`src/rtl/tree_acc_ctrl_if.sv`:
```
// Bundle of job, operand-memory and result handshake signals for tree_acc_ctrl.
// master: the job issuer / memory side; slave: the accumulator controller.
interface tree_acc_ctrl_if #(
    parameter int GROUP_W = 3
);
    logic               start;
    logic [GROUP_W-1:0] last_group;
    logic [20:0]        bias;
    logic [GROUP_W-1:0] grp_addr;
    logic               mem_rd;
    logic [20:0]        tree_res;
    logic [23:0]        acc_out;
    logic               out_valid;
    logic               out_ready;
    logic               busy;
    logic               sat;

    modport master (
        output start, last_group, bias, tree_res, out_ready,
        input  grp_addr, mem_rd, acc_out, out_valid, busy, sat
    );

    modport slave (
        input  start, last_group, bias, tree_res, out_ready,
        output grp_addr, mem_rd, acc_out, out_valid, busy, sat
    );
endinterface

```
`src/rtl/tree_acc_ctrl.sv`:
```
// Accumulator controller: walks groups 0..last_group of the operand memory,
// folds each sign-magnitude adder-tree sum into a saturating 24-bit
// sign-magnitude accumulator, and holds the result until it is accepted.
module tree_acc_ctrl #(
    parameter int GROUP_W = 3
) (
    input  logic           clk,
    input  logic           rst,
    tree_acc_ctrl_if.slave bus
);
    typedef enum logic [1:0] {
        ST_IDLE  = 2'd0,
        ST_ISSUE = 2'd1,
        ST_DRAIN = 2'd2,
        ST_OUT   = 2'd3
    } state_t;

    state_t             r_state;
    state_t             w_state_nxt;
    logic [GROUP_W-1:0] r_grp_addr;
    logic [GROUP_W-1:0] w_grp_addr_nxt;
    logic [GROUP_W-1:0] r_last_group;
    logic               r_mem_rd;
    logic               w_mem_rd_nxt;
    logic               r_rd_pending;
    logic               r_out_valid;
    logic               w_out_valid_nxt;
    logic               w_load;
    logic               r_sat;
    logic [23:0]        r_acc;
    logic [23:0]        w_bias_ext;
    logic [24:0]        w_step;

    // Sign-magnitude add of the 24-bit accumulator and a 21-bit tree sum.
    // Returns {overflow, sign, magnitude}; -0 inputs are read as +0, a zero
    // result is always +0, and overflowing magnitudes clamp to full scale.
    function automatic logic [24:0] sm_add(input logic [23:0] a, input logic [20:0] b);
        logic        sa;
        logic        sb;
        logic        sr;
        logic        ov;
        logic [22:0] ma;
        logic [22:0] mb;
        logic [22:0] mr;
        logic [23:0] sum;
        ma  = a[22:0];
        mb  = {3'b000, b[19:0]};
        sa  = a[23] & (|ma);
        sb  = b[20] & (|mb);
        ov  = 1'b0;
        sum = {1'b0, ma} + {1'b0, mb};
        if (sa == sb) begin
            sr = sa;
            if (sum[23]) begin
                mr = 23'h7FFFFF;
                ov = 1'b1;
            end else begin
                mr = sum[22:0];
            end
        end else if (ma >= mb) begin
            mr = ma - mb;
            sr = sa;
        end else begin
            mr = mb - ma;
            sr = sb;
        end
        sr = sr & (|mr);
        return {ov, sr, mr};
    endfunction

    // Bias widened to accumulator format; a -0 bias is loaded as +0.
    assign w_bias_ext = {bus.bias[20] & (|bus.bias[19:0]), 3'b000, bus.bias[19:0]};
    assign w_step     = sm_add(r_acc, bus.tree_res);

    assign bus.grp_addr  = r_grp_addr;
    assign bus.mem_rd    = r_mem_rd;
    assign bus.acc_out   = r_acc;
    assign bus.out_valid = r_out_valid;
    assign bus.sat       = r_sat;
    assign bus.busy      = (r_state != ST_IDLE);

    // FSM state register.
    always_ff @(posedge clk) begin
        if (!rst) begin
            r_state <= ST_IDLE;
        end else begin
            r_state <= w_state_nxt;
        end
    end

    // Next-state and next-output decode; group reads issue back to back.
    always_comb begin
        w_state_nxt     = r_state;
        w_grp_addr_nxt  = r_grp_addr;
        w_mem_rd_nxt    = 1'b0;
        w_out_valid_nxt = r_out_valid;
        w_load          = 1'b0;
        case (r_state)
            ST_IDLE: begin
                if (bus.start) begin
                    w_state_nxt    = ST_ISSUE;
                    w_grp_addr_nxt = {GROUP_W{1'b0}};
                    w_mem_rd_nxt   = 1'b1;
                    w_load         = 1'b1;
                end else begin
                    w_mem_rd_nxt = 1'b0;
                end
            end
            ST_ISSUE: begin
                if (r_grp_addr == r_last_group) begin
                    w_state_nxt  = ST_DRAIN;
                    w_mem_rd_nxt = 1'b0;
                end else begin
                    w_grp_addr_nxt = r_grp_addr + GROUP_W'(1);
                    w_mem_rd_nxt   = 1'b1;
                end
            end
            ST_DRAIN: begin
                // last tree sum lands on this edge, so the result is final
                w_state_nxt     = ST_OUT;
                w_out_valid_nxt = 1'b1;
            end
            ST_OUT: begin
                if (bus.out_ready) begin
                    w_state_nxt     = ST_IDLE;
                    w_out_valid_nxt = 1'b0;
                end else begin
                    w_out_valid_nxt = 1'b1;
                end
            end
            default: begin
                w_state_nxt     = ST_IDLE;
                w_out_valid_nxt = 1'b0;
            end
        endcase
    end

    // Control registers: read strobe, address, read-pending pipe, result valid.
    always_ff @(posedge clk) begin
        if (!rst) begin
            r_grp_addr   <= {GROUP_W{1'b0}};
            r_last_group <= {GROUP_W{1'b0}};
            r_mem_rd     <= 1'b0;
            r_rd_pending <= 1'b0;
            r_out_valid  <= 1'b0;
        end else begin
            r_grp_addr   <= w_grp_addr_nxt;
            r_mem_rd     <= w_mem_rd_nxt;
            r_rd_pending <= r_mem_rd;
            r_out_valid  <= w_out_valid_nxt;
            if (w_load) begin
                r_last_group <= bus.last_group;
            end else begin
                r_last_group <= r_last_group;
            end
        end
    end

    // Accumulator and sticky saturation: load bias on start, add each tree sum.
    always_ff @(posedge clk) begin
        if (!rst) begin
            r_acc <= 24'h000000;
            r_sat <= 1'b0;
        end else if (w_load) begin
            r_acc <= w_bias_ext;
            r_sat <= 1'b0;
        end else if (r_rd_pending) begin
            r_acc <= w_step[23:0];
            r_sat <= r_sat | w_step[24];
        end else begin
            r_acc <= r_acc;
            r_sat <= r_sat;
        end
    end
endmodule

```
`src/flat_wrapper.sv`:
```
// flat-port wrapper written by rule: the top's interface ports become plain ports
module tree_acc_ctrl_flat 
#(
    parameter int GROUP_W = 3
)
  (clk, rst, bus_start, bus_last_group, bus_bias, bus_tree_res, bus_out_ready, bus_grp_addr, bus_mem_rd, bus_acc_out, bus_out_valid, bus_busy, bus_sat);
  tree_acc_ctrl_if #(.GROUP_W(GROUP_W)) bus_i ();
  input  logic clk;
  input  logic rst;
  input wire logic [$bits(bus_i.start)-1:0] bus_start;
  input wire logic [$bits(bus_i.last_group)-1:0] bus_last_group;
  input wire logic [$bits(bus_i.bias)-1:0] bus_bias;
  input wire logic [$bits(bus_i.tree_res)-1:0] bus_tree_res;
  input wire logic [$bits(bus_i.out_ready)-1:0] bus_out_ready;
  output wire logic [$bits(bus_i.grp_addr)-1:0] bus_grp_addr;
  output wire logic [$bits(bus_i.mem_rd)-1:0] bus_mem_rd;
  output wire logic [$bits(bus_i.acc_out)-1:0] bus_acc_out;
  output wire logic [$bits(bus_i.out_valid)-1:0] bus_out_valid;
  output wire logic [$bits(bus_i.busy)-1:0] bus_busy;
  output wire logic [$bits(bus_i.sat)-1:0] bus_sat;
  assign bus_i.start = bus_start;
  assign bus_i.last_group = bus_last_group;
  assign bus_i.bias = bus_bias;
  assign bus_i.tree_res = bus_tree_res;
  assign bus_i.out_ready = bus_out_ready;
  assign bus_grp_addr = bus_i.grp_addr;
  assign bus_mem_rd = bus_i.mem_rd;
  assign bus_acc_out = bus_i.acc_out;
  assign bus_out_valid = bus_i.out_valid;
  assign bus_busy = bus_i.busy;
  assign bus_sat = bus_i.sat;
  tree_acc_ctrl #(.GROUP_W(GROUP_W)) u_core (.clk(clk), .rst(rst), .bus(bus_i));
endmodule
```
`config.mk`:
```
export PLATFORM = sky130hd
export DESIGN_NAME = tree_acc_ctrl_flat
export DESIGN_NICKNAME = d
export VERILOG_FILES = /design/src/rtl/tree_acc_ctrl_if.sv /design/src/rtl/tree_acc_ctrl.sv /design/src/flat_wrapper.sv
export SDC_FILE = /design/constraint.sdc
export NUM_CORES = 1
export LEC_CHECK = 0
export BUFFER_PORTS_ARGS = -buffer_cell sky130_fd_sc_hd__clkbuf_2
export CORE_MARGIN = 2
export CORE_UTILIZATION = 61
export DETAILED_ROUTE_END_ITERATION = 8
export PLACE_DENSITY = 0.82
export SKIP_CTS_REPAIR_TIMING = 1
export SLEW_MARGIN = 20
export SYNTH_ARGS = -nofsm -noshare
export SYNTH_HDL_FRONTEND = slang
export SYNTH_SLANG_ARGS = --single-unit
export TNS_END_PERCENT = 20
```
`constraint.sdc`:
```
create_clock -name clk -period 6.28 [get_ports clk]
set_input_delay 0.314 -clock clk [delete_from_list [all_inputs] [get_ports clk]]
set_output_delay 0.314 -clock clk [all_outputs]
set_load 0.02 [all_outputs]
```
### Word level (Yosys, flattened, before mapping)

Index checks and enable logic that the tools add are counted.
W data, S select, Z words.

* $add $sub $neg: 4
* $lt $le $gt $ge: 1
* equality and inequality tests: 9
* mux-type cells: 22
* bitwise operators: 6
* reduce and logical (&&, ||, !) cells: 12

Operators by type and width (number)
* $mux W23: 3
* $mux W24: 2
* $reduce_or A23 Y1: 2
* $reduce_or A20 Y1: 2
* $add A23 B20 Y24: 1
* $ge A23 B20 Y1: 1
* $sub A20 B23 Y23: 1
* $sub A23 B20 Y23: 1
* $mux W1: 8
* $pmux W2 S4: 1
* $reduce_bool A2 Y1: 4
* $mux W2: 3
* $mux W3: 2
* $ne A2 B2 Y1 const B: 3
* $pmux W3 S2: 1
* $reduce_and A3 Y1: 2
* $and A1 B1 Y1: 4
* $eq A2 B2 Y1 const B: 2
* $pmux W1 S2: 2
* $add A3 B1 Y3 const B: 1
* $eq A3 B3 Y1: 1
* $eq A2 B1 Y1 const B: 1
* $logic_not A2 Y1: 1
* $ne A2 B1 Y1 const B: 1
* other kinds (4): 4

* register bits: 36
* input port bits: 49
* output and inout bits: 31
* logic and storage cells: 63

### Logic depth before layout (Yosys ltp)

* word-level depth: 8
* depth in mapped cells: 16

### Worst setup path before layout

No wires, ideal clock.

* kind: register to register
* from: register u_core.r_acc[1] (netlist: u_core.bus.acc_out[1])
* to: register u_core.r_acc[23] (netlist: u_core.bus.acc_out[23])
* setup time: 120 ps
* arrival: 3810 ps
* path slack: 2350 ps
* cell stages (with the launch flop): 14
* clock period less this slack: 3930 ps
* cells stage by stage: dfxtp_1 > inv_1 > ha_1 > nor3b_1 > o311ai_2 > a31oi_2 > a211oi_4 > o21ai_0 > nor2_2 > a22oi_2 > a2111oi_2 > nand3_1 > or4b_1 > o31a_1

* cells in the longest elaborated chain, start to end: 8
* elaborated cells between the ends (all ways): 16
* those cells by class: add/sub: 3; order compare: 1; eq/ne: 1; mux: 7; bitwise: 2; reduce/logical: 2

RTL lines
* start: declaration: line tree_acc_ctrl.sv:30 `logic [23:0] r_acc;`
* start signal: assignment: line tree_acc_ctrl.sv:165 `r_acc <= w_bias_ext;`
* start signal: assignment: line tree_acc_ctrl.sv:168 `r_acc <= w_step[23:0];`
* start signal: assignment: line tree_acc_ctrl.sv:171 `r_acc <= r_acc;`
* parallel branches: the longest is 5 deep, another holds $add A23 B20 Y24
* $and A1 B1 Y1 (*): line tree_acc_ctrl.sv:67 `sr = sr & (|mr);`
* $mux W24 (*): line tree_acc_ctrl.sv:167 `end else if (r_rd_pending) begin`
* $mux W24 (*): line tree_acc_ctrl.sv:164 `end else if (w_load) begin`

Every way passes the cells marked *. The select of a mux whose other input is x is not followed.
A chain may end at the register's enable or synchronous reset.

### Worst setup path in the final report

* from: register u_core.r_acc[10] (netlist: u_core.bus.acc_out[10])
* to: register u_core.r_acc[23] (netlist: u_core.bus.acc_out[23])

Same word-level chain as after synthesis.

==> flow_metrics.env <==
export IMPL_hold_viol_final=0
export IMPL_layout_drive_gt1_share_pct=14.4
export IMPL_die_w_microns=98.7
export IMPL_rsz0062_at_grt="false"
export IMPL_ys_types=79
export IMPL_n_antenna_cell=0
export IMPL_p_leak_nw=2.64
export IMPL_finalSetupTns_ns=0
export IMPL_placed_area_sq_mm=0.00584
export IMPL_cts_buffer_depth=2
export IMPL_reg2reg_depth=13
export IMPL_clock_skew_ns=0.0114
export IMPL_maxCapViolations=0
export IMPL_drtAntennaViolNets=0
export IMPL_cts_reportedPaths_clkPinSlew_ns=0.08
export IMPL_setup_violations=0
export IMPL_synth_avg_cell_area_sq_um=7.13
export IMPL_syn_num_nets=889
export IMPL_grt_start_max_net_pins=41
export IMPL_final_max_slew_violation_count=0
export IMPL_hold_path_depth=2
export IMPL_r2r_end="u_core.bus.acc_out[23]$_SDFFE_PN0P_"
export IMPL_yosys_warnings=0
export IMPL_multi_input_area_sq_mm=0.00431
export IMPL_crit_path_end_kind="flip-flop"
export IMPL_overflow=0
export IMPL_r2r_slack_ns=0.74
export IMPL_synth_seq_cells=36
export IMPL_status="completed"
export IMPL_antenna_found_initial=0
export IMPL_grtUsageTotal_pct=39.1
export IMPL_final_net_count=938
export IMPL_vdd_drop_max_mv=0.233
export IMPL_yosysTopAreaCellShare_pct=16.0
export IMPL_start_kind="flip-flop"
export IMPL_wl_per_cell_microns=21.2
export IMPL_fmax_mhz=181
export IMPL_hold_class="primary input to flip-flop"
export IMPL_drtIter0Drc=734
export IMPL_numPortBuffers=79
export IMPL_min_delay_start="bus_out_ready"
export IMPL_die_h_microns=98.7
export IMPL_drt_first_pass_iters=5
export IMPL_pre_cts_slack_ns=1.09
export IMPL_grt_pass1_wl_mm=30.8
export IMPL_vias=6376
export IMPL_async_reset_ff_share_pct=0
export IMPL_crit_required_ns=6.47
export IMPL_dieArea_sq_mm=0.00974
export IMPL_period_share_pct=88.2
export IMPL_fin_ws_ns=0.744
export IMPL_yosysSeqAreaShare_pct=13.2
export IMPL_final_core_util_pct=68.2
export IMPL_power_mw=2.27
export IMPL_cts_max_level=2
export IMPL_netlist_area_sq_mm=0.00547
export IMPL_path_max_fanout=17
export IMPL_hold_path_end="u_core.bus.out_valid$_SDFFE_PN0P_"
export IMPL_yosys_most_used_dff="dfxtp_1"
export IMPL_grt_pass1_vias=5961
export IMPL_synthCells=767
export IMPL_gp_congestion=1.06
export IMPL_io_pins=80
export IMPL_powerDensity_mw_per_mm2=382
export IMPL_wl_mm=19.6
export IMPL_nFillCells=763
export IMPL_crit_type="flip-flop to flip-flop"
export IMPL_seqCellArea_sq_um=721
export IMPL_core_area_sq_mm=0.00872
export IMPL_std_cell_rows=34
export IMPL_slew_headroom_pct=37.1
export IMPL_cts_tree="done"
export IMPL_tightest_slew_ns=0.943
export IMPL_cts_root_buf="clkbuf_8"
export IMPL_route_detailed_drc=0
export IMPL_yosysTopAreaCell="ha_1"
export IMPL_avgViaCountPerCell=6.89
export IMPL_min_period_ns=5.54
export IMPL_cp_data_arrival_time_ns=5.73
export IMPL_cts_num_sinks=36
export IMPL_synth_edf_count=0
export IMPL_syn_to_final_growth_pct=8.81
export IMPL_start_util_pct=62.7
export IMPL_synthTopCellsByArea="ha_1 16%, dfxtp_1 13%, a21oi_1 8.8%"
export IMPL_design_area_sq_mm=0.00595
export IMPL_rr_startpoint="u_core.bus.acc_out[10]$_SDFFE_PN0P_"
export IMPL_insertion_delay_ns=0.30
export IMPL_dp_hpwl_mm=15.3
export IMPL_numCtsBuffers=5
-- synthesized netlist by cell type, types with 3 or more instances --
master / n
a21oi_1: 96
nor2_1: 76
ha_1: 70
inv_1: 65
nand2_1: 63
dfxtp_1: 36
o21ai_0: 34
clkbuf_1: 27
a211oi_1: 23
nor4_1: 22
mux2i_1: 18
nor3_1: 17
nand3_1: 14
a21o_1: 11
o211ai_1: 11
nand4_1: 10
buf_2: 9
nor2b_1: 9
o21bai_1: 9
o31ai_1: 8
o21a_1: 7
xnor2_1: 7
o221ai_1: 6
o22ai_1: 6
a311oi_1: 5
a31oi_1: 5
and2_1: 5
nand2b_1: 5
a22oi_1: 4
and3_1: 4
mux2_2: 4
nand3b_1: 4
nor3b_1: 4
xor2_1: 4
a2bb2oi_1: 3
buf_6: 3
fa_1: 3
mux2_1: 3
-- critical path, stage by stage (launching register included) --
cell	delay (ns)
dfxtp_1	0.58
inv_1	0.16
ha_1	0.62
nand4_1	0.39
nor4_1	0.70
a21oi_1	0.33
nand3_1	0.70
mux2i_1	0.28
o21ai_0	0.13
xnor2_1	0.29
nor4bb_1	0.32
nand3_1	0.13
or4b_1	0.51
o31a_1	0.28
-- worst max path at each step --
stage | start | to | slack [ns] | cells after the start
floorplan | u_core.bus.acc_out[1]$_SDFFE_PN0P_ | u_core.bus.acc_out[23]$_SDFFE_PN0P_ | 2.35 | 13
detailed placement | u_core.bus.acc_out[10]$_SDFFE_PN0P_ | u_core.bus.acc_out[23]$_SDFFE_PN0P_ | 1.09 | 13
finish | u_core.bus.acc_out[10]$_SDFFE_PN0P_ | u_core.bus.acc_out[23]$_SDFFE_PN0P_ | 0.74 | 13
global route | u_core.bus.acc_out[10]$_SDFFE_PN0P_ | u_core.bus.acc_out[23]$_SDFFE_PN0P_ | 0.66 | 13
CTS | u_core.bus.acc_out[10]$_SDFFE_PN0P_ | u_core.bus.acc_out[23]$_SDFFE_PN0P_ | 1.05 | 13
global placement | u_core.bus.acc_out[10]$_SDFFE_PN0P_ | u_core.bus.acc_out[23]$_SDFFE_PN0P_ | 0.97 | 13
-- per-stage QoR --
stage / hold WS (ns) / instances
5_1_grt: 0.249 / 925
3_5_place_dp: 0.457 / 917
3_3_place_gp: 0.444 / 917
2_1_floorplan: 0.418 / 767
6_report: 0.237 / 925
4_1_cts: 0.240 / 925
-- sequential cells by signal (all words and copies together), names as in the netlist --
signal,cells
u_core.bus.sat,1
u_core.r_last_group,3
u_core.bus.acc_out,24
u_core.r_rd_pending,1
u_core.bus.mem_rd,1
u_core.bus.grp_addr,3
u_core.r_state,2
u_core.bus.out_valid,1
-- per-layer routing --
metal  global-route usage [%]  wire length (microns)  vias up
li1                         -                      -     2903
met1                     52.2                   7950     2936
met4                     18.8                    974        0
met2                     61.1                   8750      451
met3                     7.16                   1930       86
met5                        0                      0        -
-- layout make-up --
cell class,instances,share of cell area [%]
Sequential cell,36,12.1
Tap cell,108,2.27
Clock buffer,6,1.22
Timing Repair Buffer,83,7.15
Clock inverter,2,0.589
Multi-Input combinational cell,622,72.4
Inverter,68,4.29
-- kinds of logic after synthesis --
group / count (synthesis) / share of synthesized area [%]
mux: 28 / 5.54
xor+xnor: 11 / 1.76
buf+inv: 109 / 8.24
fa+ha+maj: 73 / 17.1
flops: 36 / 13.2
compound gates: 265 / 32.6
simple gates: 245 / 21.6
-- power breakdown --
group          internal (mW)  switching, mW  leakage [nW]
Clock                  0.118         0.0892        0.0552
Combinational          0.598           1.10          2.29
Sequential             0.281         0.0906         0.295
Total                  0.997           1.28          2.64
-- cell usage in the layout, fill, tap and decap left out, types with 6 or more instances in the layout --
| cell | synthesis | layout |
|---|---|---|
| a21oi_1 | 96 | 96 |
| clkbuf_2 | 0 | 79 |
| nor2_1 | 76 | 76 |
| ha_1 | 70 | 70 |
| inv_1 | 65 | 65 |
| nand2_1 | 63 | 63 |
| dfxtp_1 | 36 | 36 |
| o21ai_0 | 34 | 34 |
| a211oi_1 | 23 | 23 |
| nor4_1 | 22 | 22 |
| mux2i_1 | 18 | 18 |
| nor3_1 | 17 | 17 |
| nand3_1 | 14 | 14 |
| a21o_1 | 11 | 11 |
| o211ai_1 | 11 | 11 |
| nand4_1 | 10 | 10 |
| o21bai_1 | 9 | 9 |
| nor2b_1 | 9 | 9 |
| o31ai_1 | 8 | 8 |
| o21a_1 | 7 | 7 |
| o221ai_1 | 6 | 6 |
| o22ai_1 | 6 | 6 |
| xnor2_1 | 7 | 6 |
No activity file was read; power rests on OpenSTA's default activity.
